--- src/rtl/cbc_job_sequencer.sv ---
// rtl/cbc_job_sequencer.sv - job-level controller in front of the AES CBC/ECB engine
//
// Purpose:
//   Takes one job descriptor at a time, drives the engine control inputs,
//   launches the AXI read master, waits for the write master to finish and
//   returns one status word per job. A RUN-state watchdog and a check that
//   the read master reported completion produce the error codes.
//
// Ports:
//   aclk, areset_n            clock, asynchronous active-low reset
//   job_valid / job_ready     descriptor handshake
//   job_mode, job_cbc_mode,   descriptor fields, latched on accept
//   job_iv, job_words,
//   job_rd_addr, job_wr_addr
//   eng_*                     engine controls, hold the latched descriptor
//   eng_op_start              one-cycle engine start pulse
//   rmst_req, rmst_xfer_*     read-master launch pulse, address and byte size
//   rmst_done, wmst_done      read/write master completion pulses
//   sts_valid / sts_ready     status handshake, sts_code carries the result
//   busy                      high whenever a job is in flight or reporting
//   jobs_done                 count of accepted status words (wraps)

module cbc_job_sequencer #(
  parameter logic [31:0] TIMEOUT_CYCLES = 32'd1000000,
  parameter int          CNT_W          = 16
) (
  input  logic             aclk,
  input  logic             areset_n,

  input  logic             job_valid,
  output logic             job_ready,
  input  logic             job_mode,
  input  logic             job_cbc_mode,
  input  logic [127:0]     job_iv,
  input  logic [9:0]       job_words,
  input  logic [63:0]      job_rd_addr,
  input  logic [63:0]      job_wr_addr,

  output logic             eng_mode,
  output logic             eng_cbc_mode,
  output logic [127:0]     eng_iv,
  output logic [9:0]       eng_words_num,
  output logic [63:0]      eng_write_addr,
  output logic             eng_op_start,

  output logic             rmst_req,
  output logic [63:0]      rmst_xfer_addr,
  output logic [63:0]      rmst_xfer_size,
  input  logic             rmst_done,
  input  logic             wmst_done,

  output logic             sts_valid,
  input  logic             sts_ready,
  output logic [1:0]       sts_code,

  output logic             busy,
  output logic [CNT_W-1:0] jobs_done
);

  typedef enum logic [1:0] {
    S_IDLE   = 2'd0,
    S_START  = 2'd1,
    S_RUN    = 2'd2,
    S_REPORT = 2'd3
  } state_t;

  localparam logic [1:0] CODE_OK      = 2'd0;
  localparam logic [1:0] CODE_BAD_LEN = 2'd1;
  localparam logic [1:0] CODE_TIMEOUT = 2'd2;
  localparam logic [1:0] CODE_NO_RD   = 2'd3;

  localparam logic       WD_ENABLED   = (TIMEOUT_CYCLES != 32'd0);
  localparam logic [31:0] WD_LAST     = TIMEOUT_CYCLES - 32'd1;

  state_t           r_state;
  logic             r_job_ready;
  logic             r_mode;
  logic             r_cbc_mode;
  logic [127:0]     r_iv;
  logic [9:0]       r_words;
  logic [63:0]      r_rd_addr;
  logic [63:0]      r_wr_addr;
  logic             r_launch;
  logic             r_rd_seen;
  logic [31:0]      r_wd;
  logic             r_sts_valid;
  logic [1:0]       r_sts_code;
  logic             r_busy;
  logic [CNT_W-1:0] r_jobs_done;

  logic             w_accept;
  logic             w_wd_expired;

  assign w_accept     = job_valid & r_job_ready;
  assign w_wd_expired = WD_ENABLED && (r_wd == WD_LAST);

  always_ff @(posedge aclk or negedge areset_n) begin
    if (!areset_n) begin
      r_state     <= S_IDLE;
      r_job_ready <= 1'b0;
      r_mode      <= 1'b0;
      r_cbc_mode  <= 1'b0;
      r_iv        <= '0;
      r_words     <= '0;
      r_rd_addr   <= '0;
      r_wr_addr   <= '0;
      r_launch    <= 1'b0;
      r_rd_seen   <= 1'b0;
      r_wd        <= '0;
      r_sts_valid <= 1'b0;
      r_sts_code  <= '0;
      r_busy      <= 1'b0;
      r_jobs_done <= '0;
    end else begin
      r_launch <= 1'b0;
      case (r_state)
        S_IDLE: begin
          if (w_accept) begin
            // Descriptor fields only change here, so eng_* are glitch-free mid-job.
            r_mode      <= job_mode;
            r_cbc_mode  <= job_cbc_mode;
            r_iv        <= job_iv;
            r_words     <= job_words;
            r_rd_addr   <= job_rd_addr;
            r_wr_addr   <= job_wr_addr;
            r_job_ready <= 1'b0;
            r_busy      <= 1'b1;
            r_rd_seen   <= 1'b0;
            if (job_words == 10'd0) begin
              r_state     <= S_REPORT;
              r_sts_valid <= 1'b1;
              r_sts_code  <= CODE_BAD_LEN;
            end else begin
              r_state  <= S_START;
              r_launch <= 1'b1;
            end
          end else begin
            r_job_ready <= 1'b1;
          end
        end

        S_START: begin
          r_state <= S_RUN;
          if (WD_ENABLED) begin
            r_wd <= '0;
          end
        end

        S_RUN: begin
          if (wmst_done) begin
            // Completion beats a same-cycle watchdog expiry.
            r_state     <= S_REPORT;
            r_sts_valid <= 1'b1;
            r_sts_code  <= (r_rd_seen || rmst_done) ? CODE_OK : CODE_NO_RD;
          end else if (w_wd_expired) begin
            r_state     <= S_REPORT;
            r_sts_valid <= 1'b1;
            r_sts_code  <= CODE_TIMEOUT;
          end else begin
            if (rmst_done) begin
              r_rd_seen <= 1'b1;
            end
            if (WD_ENABLED && (r_wd != 32'hFFFF_FFFF)) begin
              r_wd <= r_wd + 32'd1;
            end
          end
        end

        S_REPORT: begin
          if (sts_ready) begin
            r_state     <= S_IDLE;
            r_sts_valid <= 1'b0;
            r_sts_code  <= '0;
            r_busy      <= 1'b0;
            r_job_ready <= 1'b1;
            r_jobs_done <= r_jobs_done + 1'b1;
          end
        end

        default: begin
          r_state <= S_IDLE;
        end
      endcase
    end
  end

  assign job_ready      = r_job_ready;
  assign eng_mode       = r_mode;
  assign eng_cbc_mode   = r_cbc_mode;
  assign eng_iv         = r_iv;
  assign eng_words_num  = r_words;
  assign eng_write_addr = r_wr_addr;
  assign eng_op_start   = r_launch;
  assign rmst_req       = r_launch;
  assign rmst_xfer_addr = r_rd_addr;
  assign rmst_xfer_size = {50'd0, r_words, 4'd0};
  assign sts_valid      = r_sts_valid;
  assign sts_code       = r_sts_code;
  assign busy           = r_busy;
  assign jobs_done      = r_jobs_done;

endmodule

--- config.mk ---
export PLATFORM = sky130hd
export DESIGN_NAME = cbc_job_sequencer
export DESIGN_NICKNAME = d
export VERILOG_FILES = /design/src/rtl/cbc_job_sequencer.sv
export SDC_FILE = /design/constraint.sdc
export NUM_CORES = 1
export LEC_CHECK = 0
export BUFFER_PORTS_ARGS = -buffer_cell sky130_fd_sc_hd__buf_4
export CAP_MARGIN = 15
export CORE_AREA = 2 2 242 244
export DETAILED_ROUTE_END_ITERATION = 10
export DIE_AREA = 0 0 244 246
export PLACE_DENSITY = 0.46
export SETUP_SLACK_MARGIN = 0.5
export SLEW_MARGIN = 20
export SYNTH_ARGS = -nofsm -noshare
export SYNTH_HDL_FRONTEND = slang
export SYNTH_SLANG_ARGS = --single-unit
--- constraint.sdc ---
create_clock -name aclk -period 2.4 [get_ports aclk]
set_input_delay 0.36 -clock aclk [delete_from_list [all_inputs] [get_ports aclk]]
set_output_delay 0.36 -clock aclk [all_outputs]
set_load 0.02 [all_outputs]
After elaboration in Yosys (flattened, before gate mapping)
Index checks and enable logic that the tools add are counted.

Add/subtract/negate cells: 2. Eq/ne operators: 13. Multiplexer cells: 35. Bitwise gates (word level): 1. Reductions and logical operators: 15.

Operators with widths (number): 2-to-1 mux 32 bit (3); case mux 32 bit (2 select lines) (1); adder 32 x 1 -> 32 bit, second input constant (1); == test 32 x 20 -> 1 bit, second input constant (1); != test 32 bit, second input constant (1); 2-to-1 mux 2 bit (10); adder 16 x 1 -> 16 bit, second input constant (1); 2-to-1 mux 1 bit (15); != test 2 bit, second input constant (7); logical NOT 10 bit (1); AND reduction 5 bit (2); case mux 2 bit (4 select lines) (1); case mux 1 bit (2 select lines) (3); case mux 2 bit (3 select lines) (1); AND reduction 2 bit (3); AND reduction 3 bit (2); nonzero test 2 bit (3); == test 2 bit, second input constant (2); AND reduction 4 bit (1); != test 3 bit, second input constant (1); case mux 1 bit (3 select lines) (1); nonzero test 3 bit (1); == test 2 x 1 -> 1 bit, second input constant (1); logical NOT 2 bit (1); other kinds (2) (2).

Bits in registers: 325. Input bits: 274. Output and inout bits: 355. Logic and storage cells: 81.

Logic depth before layout (Yosys ltp)
Gate-level depths: netlist (run 1).

Depth after elaboration: 5. Gate-level depth with buffers: 8.

Least setup slack after synthesis (run 1)
No wires, ideal clock.

Kind: reg2reg. From: reg r_wd[24]. To: reg r_wd[10]. Library setup time: 0.127 ns. Arrival time: 2.225 ns. Required time: 2.273 ns. Setup slack: 0.048 ns. Stages on the path, launching flop included: 6. Period minus slack after synthesis: 2.352 ns. Cells stage by stage: dfrtp_1 > or4_1 > or4_4 > o31a_1 > o211a_1 > o2bb2a_1.

Word-level cells in the longest chain between the ends: 3.

Ends and longest elaborated chain: start: declaration (RTL line 85) `logic [31:0] r_wd;`; start signal: assignment (RTL line 164) `r_wd <= r_wd + 32'd1;`; != test 32 bit / == test 32 x 20 -> 1 bit (equally long branches) (RTL line 163, 95); != test 2 bit (no source line); AND reduction 4 bit (no source line) *.

Mark *: on every way between the ends. The rest lies on a longest branch, timed or not. A chain may end at the register's enable or synchronous reset.

Final worst setup path (run 1)
From: reg r_wd[10]. To: reg r_wd[10].

Word-level cells in the longest chain between the ends: 5.

Ends and longest elaborated chain: adder 32 x 1 -> 32 bit (RTL line 164); 2-to-1 mux 32 bit (RTL line 163) `if (WD_ENABLED && (r_wd != 32'hFFFF_FFFF)) begin`; 2-to-1 mux 32 bit (RTL line 155) `end else if (w_wd_expired) begin`; 2-to-1 mux 32 bit (RTL line 150) `if (wmst_done) begin`; case mux 32 bit (2 select lines) (RTL line 116) `case (r_state)`.

Several ways; a longest one is shown, not always the timed one. The select of a mux whose other input is x is not followed.

==> results.md, run 1 <==
- The flow ran to the end, but the final reports show violations.
- The checks that failed: setup timing.
- Once the floorplan was initialized, standard cells occupied approximately 24% of the core.
- The horizontal die dimension is ~240 um.
- The number of buffers and inverters on the critical path is 0.
- The internal cell power is between 15000 and 20000 uW.
- Summed over all cells, the static leakage comes to roughly 0.012 uW.
- The placement row count is just under 90.
- By area the synthesized netlist is led by dfrtp_1, nand2_1, buf_4.
- The first global-routing pass estimated 83150 um of wire.
- The summed area of non-filler cells in the final layout is around 0.023 mm^2.
- Global routing used between 10% and 20% of the available tracks.
- In this run the power density over the cells is approximately 1200 mW/mm^2.
- The floorplan die height is between 200 and 250 um.
- The endpoint identified for the worst register-to-register timing path is r_wd[10].
- Net switching is about two fifths of the power.
- Wires add up to about 55000 um.
- The clock slew at the register clock pins of the worst setup and hold paths is roughly 0.05 ns.
- The number of inserted filler cells in the final layout is ~5700.
- The final critical-path share of the clock period is 102.5%.
- Of the synthesized area, sequential elements account for between 50% and 60%.
- The most common library cell in the layout ignoring fill and taps is nand2_1.
- Along the worst path, the maximum fanout reaches 5.
- In this run, CTS created clock tree buffers numbering 41.
- On the critical path, the stage with the largest delay is an instance of or4_4.
- The fraction of layout cells with a size suffix above 1 is between 30% and 40%.
- For this design the total switching power over the nets is roughly 11000 uW.
- The post-route minimum period is approximately 2.5 ns.
- The buffer cell driving the clock tree root is clkbuf_16.
- The number of slew-limit violations in the final report is 0.
- The final net count is between 2000 and 3000.
- No sink is reached through more buffers than the 3 on the longest clock path.
- For the worst setup path, the data arrival time is between 2 and 3 ns.
- The worst stage delay on the critical path is ~0.57 ns.
- In the layout the commonest cells are nand2_1, buf_4, dfrtp_1, dlygate4sd3_1, conb_1.
- The share of the core filled with cells in the final layout is about two fifths.
- The first detailed-routing pass ran for 5 iterations.
- For the final database, setup skew stands at between 0.01 and 0.015 ns.
- For this design, the sink count on the clock tree is about 330.
- Setup repair after global routing could not meet its margin everywhere.
- The relative max-transition margin is about a quarter.
- The top cell family by delay on the critical path is simple AND/OR/NAND/NOR gates.
- The worst hold path cell count is 3.
- Detailed placement finished with a half-perimeter wire length of around 40000 um.
- The number of global-route vias before repair is ~14000.
- At the pin with the least slew margin, the transition time is 1.121 ns.
- The maximum ir drop on the vdd rail is about 570 uV.
- The cell count after synthesis came out at 1587.
- The path class of the tightest hold or removal check is input port to flop.
- The total area inside the core boundary comes to approximately 0.057 mm^2.
- The clock power share is between 20 and 25%.
- Counting flops with an async set or reset pin after synthesis yields a share of 100.0%.
- The number of library cell types mapped by synthesis is 61.
- Setup slack on the critical path of the routed design comes to -0.05969 ns.
- The signed area change from the synthesized netlist to the final layout is 67.51%.
- The overall via count from detail_route is 13780.
- In this run the register-to-register setup slack is -0.06 ns.
- The worst hold path terminates at eng_iv[22].
- The weighted congestion at the end of routability-driven global placement is 0.8453.
- The count of port buffers added during placement is between 500 and 600.
- The cell area that synthesis handed to floorplanning was around 0.014 mm^2.
- Traced cell by cell, the critical path runs through or4_4, or4_4, o31a_1, o211a_1, o2bb2a_2.
- The floorplan step defined a die boundary enclosing 0.06002 mm^2.
- Dividing the detail-routed via count by the number of cells gives approximately 4.3.
- The startpoint of the most critical hold path is job_iv[22].
- At the worst endpoint, the required time is 2.82 ns.
- The share of total power dissipated in sequential elements is between 30% and 40%.
- The initial antenna violation count is 6.
- Of the post-synthesis cell area, the dominant cell type holds between 50 and 60%.
- The max-capacitance violation count is 0.
- The number of cells on the critical path is 5.
- The worst flop-to-flop path startpoint is r_wd[10].
- STA classifies the critical path endpoint as a flop.
- The later-pin clock latency in the skew report is approximately 0.55 ns.
- The critical path launch point type is a flop.
- Among all flip-flop cells after synthesis, the most frequent one is dfrtp_1.
- The most repeated library cell on the critical path is or4_4.
- The combinational power share is between 40% and 50%.
- The mean instance size in the synthesized netlist is ~8.8 um^2.
- The iteration-0 DRC count of the detailed router is 700.
- The critical path class is flop to flop.
- The Yosys step of the flow raised 0 warnings.
- The post-detailed-route count of antenna-violating nets is 0.
- The number of synthesized flops with an enable pin is 0.
- The pin count of the biggest net entering global routing is roughly 100.
- The TritonCTS clock tree is yes.
- The detail-routed net length per standard cell is about 17 um.
- The number of failing hold endpoints at the final stage is 0.
- After synthesis the netlist holds a flip-flop and latch count of between 300 and 400.
- The top-level port count is about 630.
- The final global-route overflow total is 0.
- The cell area after placement is 0.01936 mm^2.
- Setup violations remaining at the end of the flow were counted as 18.
- The number of design rule violations left after detail routing is 0.
- For the worst flop-to-flop path, the logic depth is 5.
- Timing would allow up to ~0.4 GHz.
- The H-tree generated during clock tree synthesis spans 2 levels.
- The biggest area contributor in the post-synthesis netlist is dfrtp_1.
- The critical path startpoint is r_wd[10].
==> through the flow <==
| step | setup TNS [ns] | std cells | hold WS [ns] | power [uW] | setup WS, ns |
|---|---|---|---|---|---|
| final | -0.5076 | 3234 | 0.04379 | 27610 | -0.05969 |
| after global routing | -1.960 | 3234 | 0.02520 | 29460 | -0.1183 |
| after CTS | -0.4658 | 3230 | 0.007852 | 27970 | -0.05488 |
| after detailed placement | -1.687 | 2901 | 0.3720 | 21160 | -0.1209 |
| after global placement | -1.412 | 2901 | 0.3578 | 21030 | -0.1294 |
| after floorplan | 0 | 1640 | 0.06441 | 15160 | 0.06783 |
==> Yosys cell counts (4+ instances only) <==
| master | instances |
|---|---|
| o211ai_1 | 10 |
| o31a_1 | 6 |
| a21oi_1 | 5 |
| inv_1 | 12 |
| nand3_1 | 49 |
| nand4_1 | 19 |
| a211oi_1 | 8 |
| nor2b_1 | 9 |
| buf_1 | 5 |
| buf_4 | 67 |
| xor2_1 | 5 |
| nand2b_1 | 4 |
| o22a_1 | 4 |
| and4_1 | 5 |
| clkbuf_1 | 69 |
| o21ai_0 | 16 |
| nor3_1 | 7 |
| and3_1 | 11 |
| or3_1 | 4 |
| nor4_1 | 6 |
| o2111ai_1 | 7 |
| nand2_1 | 839 |
| nor2_1 | 19 |
| ha_1 | 7 |
| dfrtp_1 | 325 |
| xnor2_1 | 10 |
| or4_1 | 5 |
==> how the worst max path moves through the flow <==
stage / to / slack [ns]
after floorplan: r_wd[10] / 0.07
after global placement: r_wd[2] / -0.13
after detailed placement: sts_valid / -0.12
after CTS: r_wd[28] / -0.05
after global routing: r_wd[28] / -0.12
final: r_wd[10] / -0.06
==> per-layer routing <==
layer  GRT usage [%]  up-vias  share of wire (%)
met1           21.32     6606                 40
met2           30.33      430                 50
li1                -     6644                  -
met5               0        -              0.064
met3           5.087       89                6.7
met4           6.098        6                3.0
==> what timing repair did <==
item	CTS	global route
gates cloned	1	0
hold buffers	254	0
endpoints found under the setup margin	66	103
hold endpoints to repair	296	0
resized for setup	12	11
pin swaps	12	3
buffers inserted	0	1
==> logic make-up after synthesis <==
kind of cell / count (synthesis) / synth area share (%)
compound gates: 83 / 4.511
fa+ha+maj: 7 / 0.6277
buf+inv: 157 / 6.107
simple gates: 993 / 29.04
xor+xnor: 15 / 0.9416
flops: 325 / 58.29
mux: 6 / 0.4573
other cells: 1 / 0.02688
==> registers in the layout, summed over array words and instances, names as in the netlist <==
signal          count
job_ready           1
eng_write_addr     64
r_rd_seen           1
eng_iv            128
sts_valid           1
sts_code            2
busy                1
eng_words_num      10
jobs_done          16
r_wd               32
eng_op_start        1
rmst_xfer_addr     64
eng_cbc_mode        1
eng_mode            1
r_state             2
==> power groups by stage <==
stage	combinational [uW]	sequential [uW]	clock, uW
after global placement	12100	8950	0
after detailed placement	12200	8980	0
final	12400	8990	6190
after global routing	13500	9290	6700
after CTS	12500	8990	6440
after floorplan	3700	11500	0
==> tightest hold or removal path: stages <==
cell and delay (ns):
buf_4 0.08, nand2_1 0.06, nand2_1 0.06
==> final cells by class <==
cell class	count	area [um^2]	area share (%)
repair buffers	897	7577	32.42
multi-input cells	1158	5301	22.68
flip-flops and latches	325	8133	34.80
clock buffers	61	1224	5.236
well taps	765	957.2	4.096
diodes	3	7.507	0.03212
inverters	12	45.04	0.1927
clock inverters	13	126.4	0.5407
Note: power is estimated with default switching activity, not from simulation.
==> run 2: changes to the inputs <==
--- a/config.mk
+++ b/config.mk
@@ -5,12 +5,13 @@
 export SDC_FILE = /design/constraint.sdc
 export NUM_CORES = 1
 export LEC_CHECK = 0
+export ABC_AREA = 1
 export BUFFER_PORTS_ARGS = -buffer_cell sky130_fd_sc_hd__buf_4
 export CAP_MARGIN = 15
-export CORE_AREA = 2 2 242 244
+export CORE_AREA = 2 2 245 247
 export DETAILED_ROUTE_END_ITERATION = 10
-export DIE_AREA = 0 0 244 246
-export PLACE_DENSITY = 0.46
+export DIE_AREA = 0 0 247 249
+export PLACE_DENSITY = 0.45
 export SETUP_SLACK_MARGIN = 0.5
 export SLEW_MARGIN = 20
 export SYNTH_ARGS = -nofsm -noshare
==> constraint.sdc (replaced) <==
create_clock -name aclk -period 2.4 [get_ports aclk]
set_input_delay 0.72 -clock aclk [delete_from_list [all_inputs] [get_ports aclk]]
set_output_delay 0.72 -clock aclk [all_outputs]
set_load 0.02 [all_outputs]
==> results.md, run 2 <==
- In this run the number of H-tree levels came out at 2.
- After detailed routing, the number of vias per cell comes to roughly 4.2.
- The post-route minimum period is 1.910 ns.
- Sequential cells were found to cover a little under three fifths of the synthesized design area.
- The buffer cell driving the clock tree root is clkbuf_16.
- The cell area that synthesis handed to floorplanning was 0.01422 mm^2.
- The worst hold path belongs to the class input port to async pin.
- The analysis attributes to cell leakage a power of roughly 0.01 uW.
- The number of antenna diodes in the final layout is 0.
- The tree built by TritonCTS fans out to ~330 sinks.
- The floorplan has 89 rows.
- By area the synthesized netlist is led by dfrtp_1, mux2_2, nand2_1.
- The largest family of logic cells by synthesized area is multiplexers.
- The number of library cell types mapped by synthesis is 33.
- The register with the most flip-flops in the layout has between 100 and 150 of them.
- The dominant register cell in the synthesized netlist is dfrtp_1.
- The number of global-route vias before repair was ~12000.
- Setup repair after global routing could not meet its margin everywhere.
- The critical path launch point type is a flop.
- Global routing consumed, on the met3 layer, approximately 5% of the routing resources.
- The number of warning messages in the yosys log is 0.
- The clock slew at the register clock pins of the worst setup and hold paths is 0.06 ns.
- The synthesized netlist devotes between 1 and 1.5% of its cell area to compound gates.
- The pin count of the biggest net entering global routing is 60.
- Setup violations remaining at the end of the flow were counted as 0.
- Hold repair after CTS inserted 0 buffers.
- After synthesis, the share of flip-flops with an asynchronous set or reset is 100.0%.
- The initial core utilization is between 20% and 30%.
- Dividing the synthesized area by the synthesized cell count gives roughly 12 um^2.
- In this run, synthesis produced a sequential element count of between 300 and 400.
- Counting flops with a built-in enable in the synthesized netlist gives 0.
- Of the total synthesized cell area, the portion taken by full adders, half adders and majority gates is less than 1%.
- The critical path endpoint category is a flop.
- Data on the critical path is required at its endpoint by 2.84 ns.
- The peak-usage layer in the global routing report is met2.
- Power spread over the standard cell area amounts to approximately 1400 mW/mm^2.
- Ranked by instance count, the synthesized netlist is headed by dfrtp_1, mux2_2, nand2_1.
- The horizontal die dimension is about 250 um.
- Measured on the finished design, the core utilization comes to 36.24%.
- The biggest area contributor in the post-synthesis netlist is dfrtp_1.
- Detailed placement ended at an HPWL of 39110 um.
- The worst hold slack across all endpoints is around 0.10 ns.
- Input and output buffers added on the ports amount to 574.
- The number of failing hold endpoints at the final stage came to 0.
- The number of slew-limit violations in the final report was 0.
- The first global-routing pass estimated approximately 75000 um of wire.
- The TritonCTS clock tree is yes.
- For this block, the routed nets add up to slightly above 50000 um of wire.
- In the global route stage, overall resource usage came out at around 16%.
- For this run, design rule violations remaining after detail routing come to 0.
- The post-detailed-route count of antenna-violating nets is 0.
- The highest achievable clock rate is ~0.52 GHz.
- The max-capacitance violation count is 0.
- The data arrival time at the worst-slack endpoint is ~2.4 ns.
- The leading cell type by number of instances after synthesis is dfrtp_1.
- The setup path with the least slack is of type flop to flop.
- For this run, the detailed router's first-pass iteration total came to 4.
- The portion of synthesized area spent on multiplexers is between 20% and 30%.
- Adding up every negative setup slack in the final design gives 0 ns.
- The fraction of layout cells with a size suffix above 1 is about 53%.
- The total area inside the core boundary comes to roughly 0.059 mm^2.
- Leaving out fill and tap cells, the most frequent cells in the layout are buf_4, dfrtp_1, mux2_2, nand2_1, nor2_1.
- The iteration-0 DRC count of the detailed router is about 370.
- The full die area is 0.06150 mm^2.
- The flow ran to the end, and the final reports show no timing, DRC or antenna violations.
- Counting every instance in the synthesized netlist gives between 1000 and 1500.
- The global-route track usage on met1 is between 10% and 20%.
- The clock reaches the later pin of the worst-skew pair after roughly 0.56 ns.
- The library cell used most frequently in the layout, excluding fill and tap cells, is buf_4.
- The final critical-path share of the clock period is 79.57%.
- The initial antenna violation count is 0.
- The post-synthesis share of cell area spent on and, or, nand and nor gates is 12.18%.
- Pin placement for this block handled 629 I/O pins.
- Clock skew on the completed layout was measured at between 0.01 and 0.015 ns.
- The detail-routed net length per standard cell is between 15 and 20 um.
- Total power for the finished layout comes to between 20000 and 30000 uW.
- After the last flow step, the layout net total stands at approximately 2100.
- Relative to the synthesized area, the layout overhead comes to 49.56%.
- For this run, global-route usage on met2 was measured as 29.36%.
- In this run, CTS created clock tree buffers numbering 42.
- The weighted congestion at the end of routability-driven global placement is between 0.8 and 0.9.
- Summing over every cut layer, the via total after detailed routing is between 10000 and 15000.
- For this run the aggregate overflow at the end of global routing stands at 0.
- The number of buffers on the longest clock path is 3.
- In this run the worst path has a maximum fanout of 6.
- Of the total synthesized cell area, the portion taken by XOR and XNOR cells is 1.293%.
- Summed over its instances, the top area cell type makes up 57.19% of the synthesized netlist area.
- VDD sags by at most slightly below 700 uV.
- The floorplan die height is between 200 and 250 um.
-- run 2: cells by family after synthesis --
| group | count (synthesis) |
|---|---|
| compound gates | 28 |
| mux | 266 |
| flops | 325 |
| fa+ha+maj | 7 |
| buf+inv | 165 |
| other cells | 1 |
| xor+xnor | 21 |
| simple gates | 420 |
-- run 2: timing repair --
item | CTS | global route
setup buffers | 10 | 13
gates cloned | 2 | 2
pin swaps | 3 | 14
endpoints found under the setup margin | 223 | 184
resized for setup | 23 | 40
-- run 2: path summary, 6_finish.rpt --
check	slack, ns	cells after the start	startpoint	to
worst max-delay path	0.49	9	r_wd[1]	r_wd[13]
worst min-delay path	0.10	1	areset_n	eng_write_addr[29]
worst max register to register	0.49	9	r_wd[1]	r_wd[13]
worst min register to register	0.48	1	jobs_done[15]	jobs_done[15]
max in group asynchronous	1.56	2	areset_n	rmst_xfer_addr[2]
min in group aclk	0.39	2	job_rd_addr[55]	rmst_xfer_addr[55]
-- run 2: area by class of cell --
| cell class | count | area [um^2] |
|---|---|---|
| fillers | 5938 | 37420 |
| flip-flops and latches | 325 | 8142 |
| multi-input cells | 799 | 5539 |
| repair buffers | 633 | 5054 |
| clock buffers | 62 | 1206 |
| well taps | 773 | 967.2 |
| inverters | 61 | 234.0 |
| clock inverters | 12 | 127.6 |
-- run 2: critical path, cell delays in order (launching register included) --
cell     delay [ns]
dfrtp_1        0.41
ha_2           0.22
inv_2          0.05
nor2_4         0.14
nand4_1        0.25
nor2_4         0.27
nand2_8        0.15
buf_4          0.17
nand3_1        0.07
nand2_1        0.05
-- run 2: metrics by stage --
stage	area, um^2	setup WS (ns)	instances
floorplan	14420	0.5364	1286
global placement	19430	0.2434	2564
detailed placement	19430	0.2364	2564
CTS	20980	0.4576	2650
global route	21270	0.4010	2665
finish	21270	0.4902	2665
-- run 2: layer usage --
layer | vias to the layer above | wire length, um
li1 | 5190 | -
met1 | 5448 | 18520
met2 | 382 | 26830
met3 | 63 | 4276
met4 | 0 | 1085
met5 | - | 0
-- run 2: report_power, final --
part | internal (uW) | switching [uW] | leakage (uW)
clock | 3690 | 2450 | 0.000656
combinational | 6350 | 7210 | 0.00563
sequential | 7960 | 1420 | 0.00394
total | 18000 | 11100 | 0.0102
==> run 3: changes to the inputs <==
--- a/config.mk
+++ b/config.mk
@@ -11,7 +11,7 @@
 export CORE_AREA = 2 2 245 247
 export DETAILED_ROUTE_END_ITERATION = 10
 export DIE_AREA = 0 0 247 249
-export PLACE_DENSITY = 0.45
+export PLACE_DENSITY = 0.44
 export SETUP_SLACK_MARGIN = 0.5
 export SLEW_MARGIN = 20
 export SYNTH_ARGS = -nofsm -noshare
==> constraint.sdc (replaced) <==
create_clock -name aclk -period 1.8 [get_ports aclk]
set_input_delay 0.54 -clock aclk [delete_from_list [all_inputs] [get_ports aclk]]
set_output_delay 0.54 -clock aclk [all_outputs]
set_load 0.02 [all_outputs]
==> results.md, run 3 (synthesis gave the netlist of run 2 again) <==
- The final wirelength is roughly 60000 um.
- For this design the ratio of total power to cell area is approximately 1800 mW/mm^2.
- Setup repair after global routing could not meet its margin everywhere.
- The horizontal die dimension is between 200 and 250 um.
- The critical path endpoint category is a flop.
- The class of the most critical hold timing path is input port to flop.
- The number of design rule violations left after detail routing is 0.
- STA classifies the critical path startpoint as a flop.
- The most repeated library cell on the critical path is buf_12.
- The number of failing setup endpoints in the final timing report is 20.
- The max-capacitance violation count is 0.
- Global routing used 31.20% of the available met2 tracks.
- After the flow finishes, the layout carries non-filler instances totaling between 2000 and 3000.
- In the final layout, the multi-input gates occupy between 0.006 and 0.007 mm^2.
- Traced cell by cell, the critical path runs through inv_2, buf_6, ha_4, buf_12, nand2_8, buf_12, buf_12, buf_16, mux2_2.
- After floorplanning, the core was divided into between 80 and 90 placement rows.
- The biggest fanout along the worst timing path is 8.
- Adding up every negative setup slack in the final design gives -0.2887 ns.
- For this configuration, the core starts out at a cell density of about 24%.
- STA puts the critical path data required time at 2.26 ns.
- The first routing iteration left ~510 violations.
- The checks that failed: setup timing.
- The number of global-route vias before repair came to about 12000.
- The number of failing hold endpoints at the final stage is 0.
- The filler cells instantiated in the layout total around 5500.
- The peak-usage layer in the global routing report is met2.
- The number of slew-limit violations in the final report is 0.
- Across all layers, the routed design uses around 12000 vias.
- In the layout the commonest cells are buf_4, dfrtp_1, buf_6, mux2_4, nand2_1.
- In this run the number of H-tree levels came out at 2.
- Clock-pin slew was measured on the worst setup and hold paths at 0.06 ns.
- The post-route minimum period is about 1.8 ns.
- The highest achievable clock rate is approximately 0.54 GHz.
- The vias per cell is approximately 4.2.
- The core region area is between 0.05 and 0.06 mm^2.
- The setup path with the least slack is of type flop to flop.
- The first global-routing pass estimated between 80000 and 90000 um of wire.
- The sum of internal, switching and leakage power is between 40000 and 50000 uW.
- After detailed placement, the design holds a cell count of 2603.
- Compared with the post-synthesis result, the final layout area differs by 85.40%.
- The global-route track usage on met1 is around a fifth.
- The final global-route overflow total is 0.
- The congestion estimate from routability-driven global placement came to 0.8353.
- The detailed-placement wirelength estimate is slightly above 40000 um.
- The sequential cells in the finished layout cover a total of roughly 0.0082 mm^2.
- The run finished, with violations left.
- The number of buffers on the longest clock path is 3.
- The fraction of layout cells with a size suffix above 1 is 63.15%.
- The met3 track demand over resource is ~5.9%.
- The final critical path takes up 101.9% of the cycle.
- The clock tree skew after final layout is roughly 0.019 ns.
- The post-detailed-route count of antenna-violating nets is 0.
- The TritonCTS clock tree is yes.
- The share of the core filled with cells in the final layout is between 40% and 50%.
- Clock tree synthesis selected as its root buffer the cell clkbuf_16.
- The global router's overall resource usage is 18.26%.
- The floorplan die height is about 250 um.
- In this design, the stage delay of the slowest critical-path cell is between 0.3 and 0.4 ns.
- Buffers placed on the I/O ports in this run total between 500 and 600.
- After detailed routing, the average wire length per cell comes to 20.54 um.
- The later pin in the worst-skew pair is clocked with a latency of around 0.57 ns.
- The critical-path cell with the highest stage delay is dfrtp_1.
- The maximum ir drop on the vdd rail is ~1400 uV.
- The number of buffers inserted during clock tree synthesis is 42.
- The flip-flop count of the largest register after layout is roughly 130.
- The initial antenna violation count was 6.
- The setup slack of the critical path after layout is -0.03501 ns.
- The pin count of the biggest net entering global routing is approximately 60.
- The final net count is about 2400.
- CTS saw between 300 and 400 sinks.
- The data arrival time at the worst-slack endpoint is between 2 and 2.5 ns.
- The floorplan step defined a die boundary enclosing between 0.06 and 0.07 mm^2.
- Summed over all cells, the static leakage comes to 0.01320 uW.
- The top-level port count is roughly 630.
- Leaving out fill and tap cells, the most frequent cell in the layout is buf_4.
- The pre-antenna-repair detailed-routing pass consisted of 5 iterations.
[run 3: changes by cell type in the layout (fill, tap and decap cells not counted), moves of 9 or more]
| cell | before | now |
|---|---|---|
| buf_16 | 3 | 41 |
| buf_12 | 11 | 43 |
| dfrtp_2 | 7 | 17 |
| buf_4 | 598 | 491 |
| mux2_4 | 0 | 184 |
| nand2_2 | 7 | 52 |
| nand2_1 | 237 | 183 |
| nor2_1 | 106 | 97 |
| mux2_2 | 266 | 82 |
| buf_6 | 19 | 271 |
| dfrtp_1 | 318 | 308 |
[run 3: final cells by class]
cell class | count | area share (%)
flip-flops and latches | 325 | 30.93
multi-input cells | 804 | 25.23
repair buffers | 858 | 33.88
clock inverters | 21 | 0.8494
clock buffers | 56 | 4.456
diodes | 5 | 0.04745
well taps | 773 | 3.668
inverters | 61 | 0.9491
[run 3: worst max-delay path, delay by kind of cell, from the launching register on]
kind	cells	cell delay, ns
buffers and inverters	6	0.69
adders and majority gates	1	0.19
DFF	1	0.36
and+or+nand+nor	1	0.14
muxes	1	0.33
[run 3: path summary, 6_finish.rpt]
kind                       slack (ns)                to  cells past startpoint         from
max in group asynchronous        0.66        eng_iv[82]                      3     areset_n
min in group asynchronous        0.41  eng_words_num[9]                      2     areset_n
min reg2reg                      0.50       sts_code[0]                      2  sts_code[0]
min                              0.19        eng_iv[88]                      2   job_iv[88]
max                             -0.04        eng_iv[74]                      9   r_state[0]
max reg2reg                     -0.04        eng_iv[74]                      9   r_state[0]
[run 3: timing repair]
action                                 in CTS  in global routing
gates cloned                               44                  3
gates resized for setup                   307                365
buffers inserted                           71                 99
endpoints found under the hold margin      13                  0
setup endpoints to repair                 623                623
hold buffers                                1                  0
pin swaps                                  27                 44
[run 3: power by group]
part           switching, uW  leakage [uW]  total [uW]  internal [uW]
registers               2450       0.00393       13100          10600
clock network           3500      0.000686        8580           5070
logic                  11800       0.00859       26900          15100
[run 3: metal layers]
layer	up-vias	share of wire, %
li1	5685	-
met1	6087	39
met2	445	49
met3	98	8.2
met4	4	3.1
met5	-	0.044
[run 3: stage by stage]
stage | hold slack (ns) | cell area (um^2) | setup WS, ns
2_1_floorplan | 0.2444 | 14570 | 0.1580
3_3_place_gp | 0.4084 | 19860 | -0.1881
3_5_place_dp | 0.4100 | 19860 | -0.1814
4_1_cts | 0.1537 | 24210 | -0.03611
5_1_grt | 0.1680 | 26360 | -0.09894
6_report | 0.1917 | 26370 | -0.03501
